<file path="src/rtl/vga_timing_pkg.sv">
// Default 640x480@60 timing constants and the coordinate type shared by the
// VGA timing generator and its bench.
package vga_timing_pkg;

    typedef logic [15:0] coord_t;

    localparam int DEF_H_TOTAL     = 800;
    localparam int DEF_H_SYNC      = 96;
    localparam int DEF_H_ACT_START = 144;
    localparam int DEF_H_ACT_END   = 783;

    localparam int DEF_V_TOTAL     = 525;
    localparam int DEF_V_SYNC      = 2;
    localparam int DEF_V_ACT_START = 35;
    localparam int DEF_V_ACT_END   = 514;

endpackage

</file>
<file path="src/rtl/pix_tick_gen.sv">
// Pixel-rate divider: one registered clk-wide pulse every CLK_DIV clocks.
// The pulse follows the divider's terminal count by one register stage.
module pix_tick_gen #(
    parameter int CLK_DIV = 2
) (
    input  logic clk,
    input  logic reset,
    output logic pix_tick
);

    localparam int DW = (CLK_DIV > 1) ? $clog2(CLK_DIV) : 1;
    localparam logic [DW-1:0] DIV_LAST = DW'(CLK_DIV - 1);

    logic [DW-1:0] div_reg;
    logic [DW-1:0] div_next;
    logic          tick_reg;

    always_comb begin
        div_next = (div_reg == DIV_LAST) ? '0 : div_reg + 1'b1;
    end

    always_ff @(posedge clk) begin
        if (!reset) begin
            div_reg  <= '0;
            tick_reg <= 1'b0;
        end else begin
            div_reg  <= div_next;
            tick_reg <= (div_reg == DIV_LAST);
        end
    end

    assign pix_tick = tick_reg;

endmodule

</file>
<file path="src/rtl/vga_timing_gen.sv">
// VGA raster timing: x/y counters advanced by pix_tick, with sync, active and
// line/frame pulses registered from the next-state coordinates.
module vga_timing_gen
    import vga_timing_pkg::*;
#(
    parameter int CLK_DIV     = 2,
    parameter int H_TOTAL     = DEF_H_TOTAL,
    parameter int H_SYNC      = DEF_H_SYNC,
    parameter int H_ACT_START = DEF_H_ACT_START,
    parameter int H_ACT_END   = DEF_H_ACT_END,
    parameter int V_TOTAL     = DEF_V_TOTAL,
    parameter int V_SYNC      = DEF_V_SYNC,
    parameter int V_ACT_START = DEF_V_ACT_START,
    parameter int V_ACT_END   = DEF_V_ACT_END
) (
    input  logic        clk,
    input  logic        reset,
    output logic        pix_tick,
    output logic [15:0] x,
    output logic [15:0] y,
    output logic        hsync,
    output logic        vsync,
    output logic        active,
    output logic        line_start,
    output logic        frame_start,
    output logic [15:0] frame_cnt
);

    logic   tick;
    coord_t x_reg, x_next;
    coord_t y_reg, y_next;
    coord_t frame_cnt_reg, frame_cnt_next;
    logic   hsync_reg, vsync_reg, active_reg;
    logic   line_start_reg, frame_start_reg;
    logic   h_last, v_last, line_wrap, frame_wrap;

    pix_tick_gen #(
        .CLK_DIV (CLK_DIV)
    ) u_pix_tick_gen (
        .clk      (clk),
        .reset    (reset),
        .pix_tick (tick)
    );

    always_comb begin
        h_last         = (x_reg == 16'(H_TOTAL - 1));
        v_last         = (y_reg == 16'(V_TOTAL - 1));
        line_wrap      = tick && h_last;
        frame_wrap     = line_wrap && v_last;
        x_next         = x_reg;
        y_next         = y_reg;
        frame_cnt_next = frame_cnt_reg;
        if (tick) begin
            if (h_last) begin
                x_next = '0;
                y_next = v_last ? '0 : y_reg + 16'd1;
            end else begin
                x_next = x_reg + 16'd1;
            end
        end
        if (frame_wrap) begin
            frame_cnt_next = frame_cnt_reg + 16'd1;
        end
    end

    // Everything is rewritten every cycle from the next-state values, so the
    // decoded outputs can never lag the coordinates they describe.
    always_ff @(posedge clk) begin
        if (!reset) begin
            x_reg           <= '0;
            y_reg           <= '0;
            frame_cnt_reg   <= '0;
            hsync_reg       <= 1'b1;
            vsync_reg       <= 1'b1;
            active_reg      <= 1'b0;
            line_start_reg  <= 1'b0;
            frame_start_reg <= 1'b0;
        end else begin
            x_reg           <= x_next;
            y_reg           <= y_next;
            frame_cnt_reg   <= frame_cnt_next;
            hsync_reg       <= !(x_next < 16'(H_SYNC));
            vsync_reg       <= !(y_next < 16'(V_SYNC));
            active_reg      <= (x_next >= 16'(H_ACT_START)) && (x_next <= 16'(H_ACT_END)) &&
                               (y_next >= 16'(V_ACT_START)) && (y_next <= 16'(V_ACT_END));
            line_start_reg  <= line_wrap;
            frame_start_reg <= frame_wrap;
        end
    end

    assign pix_tick    = tick;
    assign x           = x_reg;
    assign y           = y_reg;
    assign hsync       = hsync_reg;
    assign vsync       = vsync_reg;
    assign active      = active_reg;
    assign line_start  = line_start_reg;
    assign frame_start = frame_start_reg;
    assign frame_cnt   = frame_cnt_reg;

endmodule

</file>
<file path="config.mk">
export PLATFORM = sky130hd
export DESIGN_NAME = vga_timing_gen
export DESIGN_NICKNAME = d
export VERILOG_FILES = /design/src/rtl/vga_timing_pkg.sv /design/src/rtl/pix_tick_gen.sv /design/src/rtl/vga_timing_gen.sv
export SDC_FILE = /design/constraint.sdc
export NUM_CORES = 1
export LEC_CHECK = 0
export CORE_AREA = 2 2 85 87
export CTS_CLUSTER_SIZE = 28
export DETAILED_ROUTE_END_ITERATION = 12
export DIE_AREA = 0 0 87 89
export PLACE_DENSITY_LB_ADDON = 0.1
export SLEW_MARGIN = 30
export SYNTH_ARGS = -nofsm -noshare
export SYNTH_HDL_FRONTEND = slang
export SYNTH_SLANG_ARGS = --single-unit
</file>
<file path="constraint.sdc">
create_clock -name clk -period 2.2 [get_ports clk]
set_input_delay 0.22 -clock clk [delete_from_list [all_inputs] [get_ports clk]]
set_output_delay 0.22 -clock clk [all_outputs]
set_load 0.01 [all_outputs]
</file>
**Word level (Yosys, flattened, before mapping)**

Cells that the tools add are included.

- Bits in registers: 55
- Input bits: 2
- Output and inout bits: 54

- Add/subtract/negate cells: 4
- Order comparisons: 6
- Equal/unequal tests: 2
- Mux-type cells: 5
- Bitwise logic cells: 1
- Reductions and logical operators: 8

Operator list:

| cell | count |
|---|---|
| 16-bit two-way mux | 5 |
| 16-bit by 1-bit adder with 16-bit output (second input constant) | 3 |
| 16-bit by 10-bit equality test with 1-bit output (second input constant) | 2 |
| 16-bit by 10-bit <= comparator with 1-bit output (second input constant) | 2 |
| 16-bit by 6-bit >= comparator with 1-bit output (second input constant) | 1 |
| 16-bit by 8-bit >= comparator with 1-bit output (second input constant) | 1 |
| 16-bit by 2-bit less-than comparator with 1-bit output (second input constant) | 1 |
| 16-bit by 7-bit less-than comparator with 1-bit output (second input constant) | 1 |
| 1-bit logical AND | 5 |
| 1-bit zero test | 2 |
| 2-bit OR reduction | 1 |
| 1-bit adder (second input constant) | 1 |
| 1-bit inverter | 1 |

**Logic depth before layout (Yosys ltp)**

- Word-level depth: 7
- Depth in mapped cells: 9
- Mapped depth without buffers: 9

**Hierarchy**

A second synthesis with hierarchy kept.

- Cell total of the unflattened synthesis: 340
- Area total of the unflattened synthesis: 2813.9 µm²

Modules (own cells, without submodules):

| module | times used | cells each | area each (µm²) | sequential area each (µm²) |
|---|---|---|---|---|
| vga_timing_gen | 1 | 336 | 2757.6 | 1061.0 |
| pix_tick_gen | 1 | 4 | 56.3 | 40.0 |

**Worst setup path after synthesis**

Ideal clock, no wire load.

- Path type: reg2reg
- Start: register x_reg[0] (netlist: x[0])
- End: register active_reg (netlist: active)
- Setup time: 0.060 ns
- Arrival time: 2.222 ns
- Path slack: -0.083 ns
- Cell stages (with the launch flop): 9
- Buffers on the path: 0
- Cell sequence: dfxtp_1 ha_1 and4b_1 nand4_2 or3_4 or2_0 a211o_1 a22oi_2 o2111a_1

- Word-level cells in the longest chain between the ends: 7
- Elaborated cells on any way between the ends: 13
- Classes of those cells: add/sub: 1; order compare: 4; eq/ne: 1; mux: 4; reduce/logical: 3

Ends and longest elaborated chain:

| what | line | text |
|---|---|---|
| start: declaration | vga_timing_gen.sv:30 | `coord_t x_reg, x_next;` |
| start signal: assignment | vga_timing_gen.sv:79 | `x_reg <= x_next;` |
| 16-bit by 1-bit adder with 16-bit output or 16-bit by 10-bit equality test with 1-bit output (tied branches) | vga_timing_gen.sv:58, vga_timing_gen.sv:46 |  |
| 16-bit two-way mux | vga_timing_gen.sv:54 | `if (h_last) begin` |
| 16-bit two-way mux | vga_timing_gen.sv:53 | `if (tick) begin` |
| 16-bit by 8-bit >= comparator with 1-bit output or 16-bit by 10-bit <= comparator with 1-bit output (tied branches) | vga_timing_gen.sv:84 | `active_reg <= (x_next >= 16'(H_ACT_START)) && (x_next <= 16'(H_ACT_END)) &&` |
| 1-bit logical AND (2 in a row) | vga_timing_gen.sv:84 |  |
| 1-bit logical AND (*) | vga_timing_gen.sv:85 | `(y_next >= 16'(V_ACT_START)) && (y_next <= 16'(V_ACT_END));` |
| end signal: assignment | vga_timing_gen.sv:84 |  |
| end: declaration | vga_timing_gen.sv:33 | `logic hsync_reg, vsync_reg, active_reg;` |

Every way passes the cells marked *; elsewhere a longest branch is shown, timed or not.
A chain may end at the register's enable or synchronous reset.

**Worst setup path in the final report**

- Start: register y_reg[10] (netlist: y[10])
- End: register active_reg (netlist: active)

- Word-level cells in the longest chain between the ends: 7
- Elaborated cells on any way between the ends: 9
- Classes of those cells: add/sub: 1; order compare: 2; eq/ne: 1; mux: 3; reduce/logical: 2

Ends and longest elaborated chain:

| what | line | text |
|---|---|---|
| start: declaration | vga_timing_gen.sv:31 | `coord_t y_reg, y_next;` |
| start signal: assignment | vga_timing_gen.sv:80 | `y_reg <= y_next;` |
| 16-bit by 1-bit adder with 16-bit output or 16-bit by 10-bit equality test with 1-bit output (tied branches) | vga_timing_gen.sv:56, vga_timing_gen.sv:47 |  |
| 16-bit two-way mux | vga_timing_gen.sv:56 | `y_next = v_last ? '0 : y_reg + 16'd1;` |
| 16-bit two-way mux | vga_timing_gen.sv:54 |  |
| 16-bit two-way mux (*) | vga_timing_gen.sv:53 |  |
| 16-bit by 6-bit >= comparator with 1-bit output | vga_timing_gen.sv:85 |  |
| 1-bit logical AND | vga_timing_gen.sv:84 |  |
| 1-bit logical AND (*) | vga_timing_gen.sv:85 |  |

Marked as above.

==> reports/results.ini <==
[setup_path]
path_max_fanout = 5
path_class = reg -> reg
crit_chain = nand2_1 > or3_4 > or3_4 > or2_0 > a211o_1 > a22oi_2 > o2111a_1
cpMaxStageDelayCell = dfxtp_1
cp-end-kind = flip-flop
cp.arrival_ps = 2460
start_kind = flip-flop
slowest_delay_ps = 440
path_common_cell = or3_4
critical_path_required_ps = 2460

[clock_network]
cts_tree = built
cts.clk_slew.worst_paths_ps = 100
cts.htree.levels = 2
clockBufferDepth = 2
clock_latency_ps = 320
cts_made_buffers = 5
clockRootBuffer = clkbuf_8
clkSinkCount = 55

[power_and_ir_drop]
vdd_drop_max_uv = 249.9
p_per_area_nw_per_um2 = 380.8
leakage_uw = 0.001621

[place]
post-dp-hpwl_mm = 6.403
post-place-cells = 556
gp_congestion = 0.9346
port_buffers = 55

[detailed_routing]
drt_iter0_markers = 165
drc = 0
vias = 3059
first_pass_iters = 4
antenna_left = 0
vias_per_cell = 5.395
drt_wl_total_mm = 8.433
routedWlPerCell_microns = 14.87

[synthesis]
synth-edff-count = 0
ys_types = 52
syn_inst = 367
synth_area_leaders = dfxtp_1, xnor2_1, nor2_1
synth-seq-area-share_pct = 36.58
synth.avg_cell_area_sq_um = 8.203
yosysWarnings = 0
ys_async_sr_fraction_pct = 0
netlist_area_sq_um = 3010
syn_nets = 373
synth.largest_area_cell = dfxtp_1
ys_seq_elements = 55
synth_top_area_share_pct = 36.58
ys.flop_type = dfxtp_1

[grt]
grt_pass1_wl_mm = 13.68
grt_usage_pct = 22.14
grt_max_degree = 37
antenna_found_initial = 0
grt.overflow.total = 0
grt_pass1_vias = 2881

[die]
ioPinCount = 56
initial_core_util_pct = 44.80
dieArea_sq_um = 7743
rows = 30
core_sq_um = 6719
die_h_microns = 89
die_x_microns = 87

[sta]
rsz0062_at_grt = yes
finalCritPeriodShare_pct = 99.79
clock_skew_ps = 9.636
setup_viol = 0
tns_ps = 0
report.final.slew_viol_count = 0
clock.fmax_ghz = 0.4555
fin_crit_ps = 2195
relSlewSlack_pct = 70.49
finalHoldViolCount = 0
worstMarginPinSlew_ps = 441.6

[cells_and_area]
instances_no_fill = 567
nets = 492
drive_above_1_share_pct = 24.64
antennaDiodeCount = 0
syn2layout_area_growth_pct = 43.89

[job]
drv_cap = 0

[hold_path]
min_path_type = reg -> reg

[status]
status = completed

## metrics by stage
step           hold slack [ps]  power, uW  utilization, %  instance area (sq um)  worst slack (ps)
2_1_floorplan            293.9       1051               -                   3037         0.0008882
3_3_place_gp             391.4       1081           61.36                   4123           -0.7323
3_5_place_dp             394.9       1081           61.36                   4123            -52.52
4_1_cts                  410.3       1662           63.24                   4249            0.7219
5_1_grt                  420.1       1696           64.47                   4332            -137.9
6_report                 408.9       1650           64.47                   4332             4.680
## where the power goes
part           internal, uW  leakage (uW)  total, uW  switching, uW
logic                  22.2       0.00112       53.3           31.2
registers              1000      0.000450       1010           4.71
clock network           231     0.0000461        590            359
total                  1250       0.00162       1650            395
## worst max-delay path, delay by kind of cell (launching register included)
| family | cells | cell delay, ps |
|---|---|---|
| AO/OA/AOI/OAI | 3 | 650 |
| AND/OR/NAND/NOR | 4 | 1060 |
| flip-flops | 1 | 440 |
## synth_stat cells (8+ instances only)
cell type and number:
nand4_1 12, and4_1 8, nor2_1 58, xnor2_1 26, nand3_1 20, o21ai_0 12
xor2_1 14, inv_1 8, and3_1 11, a21oi_1 17, nor3_1 12, nand2_1 28
dfxtp_1 55, buf_2 9
## cell families after synthesis
logic type	synth area share, %
flops	36.58
mux	0.9975
compound gates	10.85
fa+ha+maj	1.663
xor+xnor	11.64
simple gates	34.41
buf+inv	3.865
## worst paths after layout
check | from | cells after the start | to | slack (ps)
worst max-delay path | y[10] | 7 | active | 5
worst min-delay path | u_pix_tick_gen.div_reg | 1 | u_pix_tick_gen.div_reg | 410
worst min register to register | u_pix_tick_gen.div_reg | 1 | u_pix_tick_gen.div_reg | 410
worst max register to register | y[10] | 7 | active | 5
## layout make-up
type / count / area, sq um
Fill cell: 588 / 2387
Multi-Input combinational cell: 286 / 1883
Clock buffer: 5 / 68.82
Clock inverter: 3 / 23.77
Inverter: 9 / 33.78
Timing Repair Buffer: 129 / 1106
Sequential cell: 55 / 1116
Tap cell: 80 / 100.1
## cells in the final DEF (no fill, tap or decap), types with 3 or more instances in the layout
master	n
buf_4	74
nor2_1	57
clkdlybuf4s50_1	55
dfxtp_1	43
nand2_1	28
xnor2_1	25
nand3_1	19
a21oi_1	17
xor2_1	14
nand4_1	12
dfxtp_2	12
nor3_1	11
o21ai_0	11
and3_1	11
inv_1	8
and2_1	7
and4_1	7
clkbuf_8	5
nor4b_2	4
a31oi_1	4
nor4_1	3
or3_1	3
mux2i_1	3
o211ai_1	3
ha_1	3
## timing repair
item | in CTS | in global routing
setup endpoints to repair | 5 | 15
setup buffers | 0 | 3
resized for setup | 7 | 16
pin swaps | 1 | 8
hold buffers | 0 | 0
## per-layer routing
layer	global-route usage, %	up-vias	routed length (microns)
li1	-	1540	-
met1	28.86	1441	3903
met2	38.03	67	4119
met3	4.063	11	311
met4	5.540	0	98
met5	0	-	0
Power figures use the tool's default switching activity.
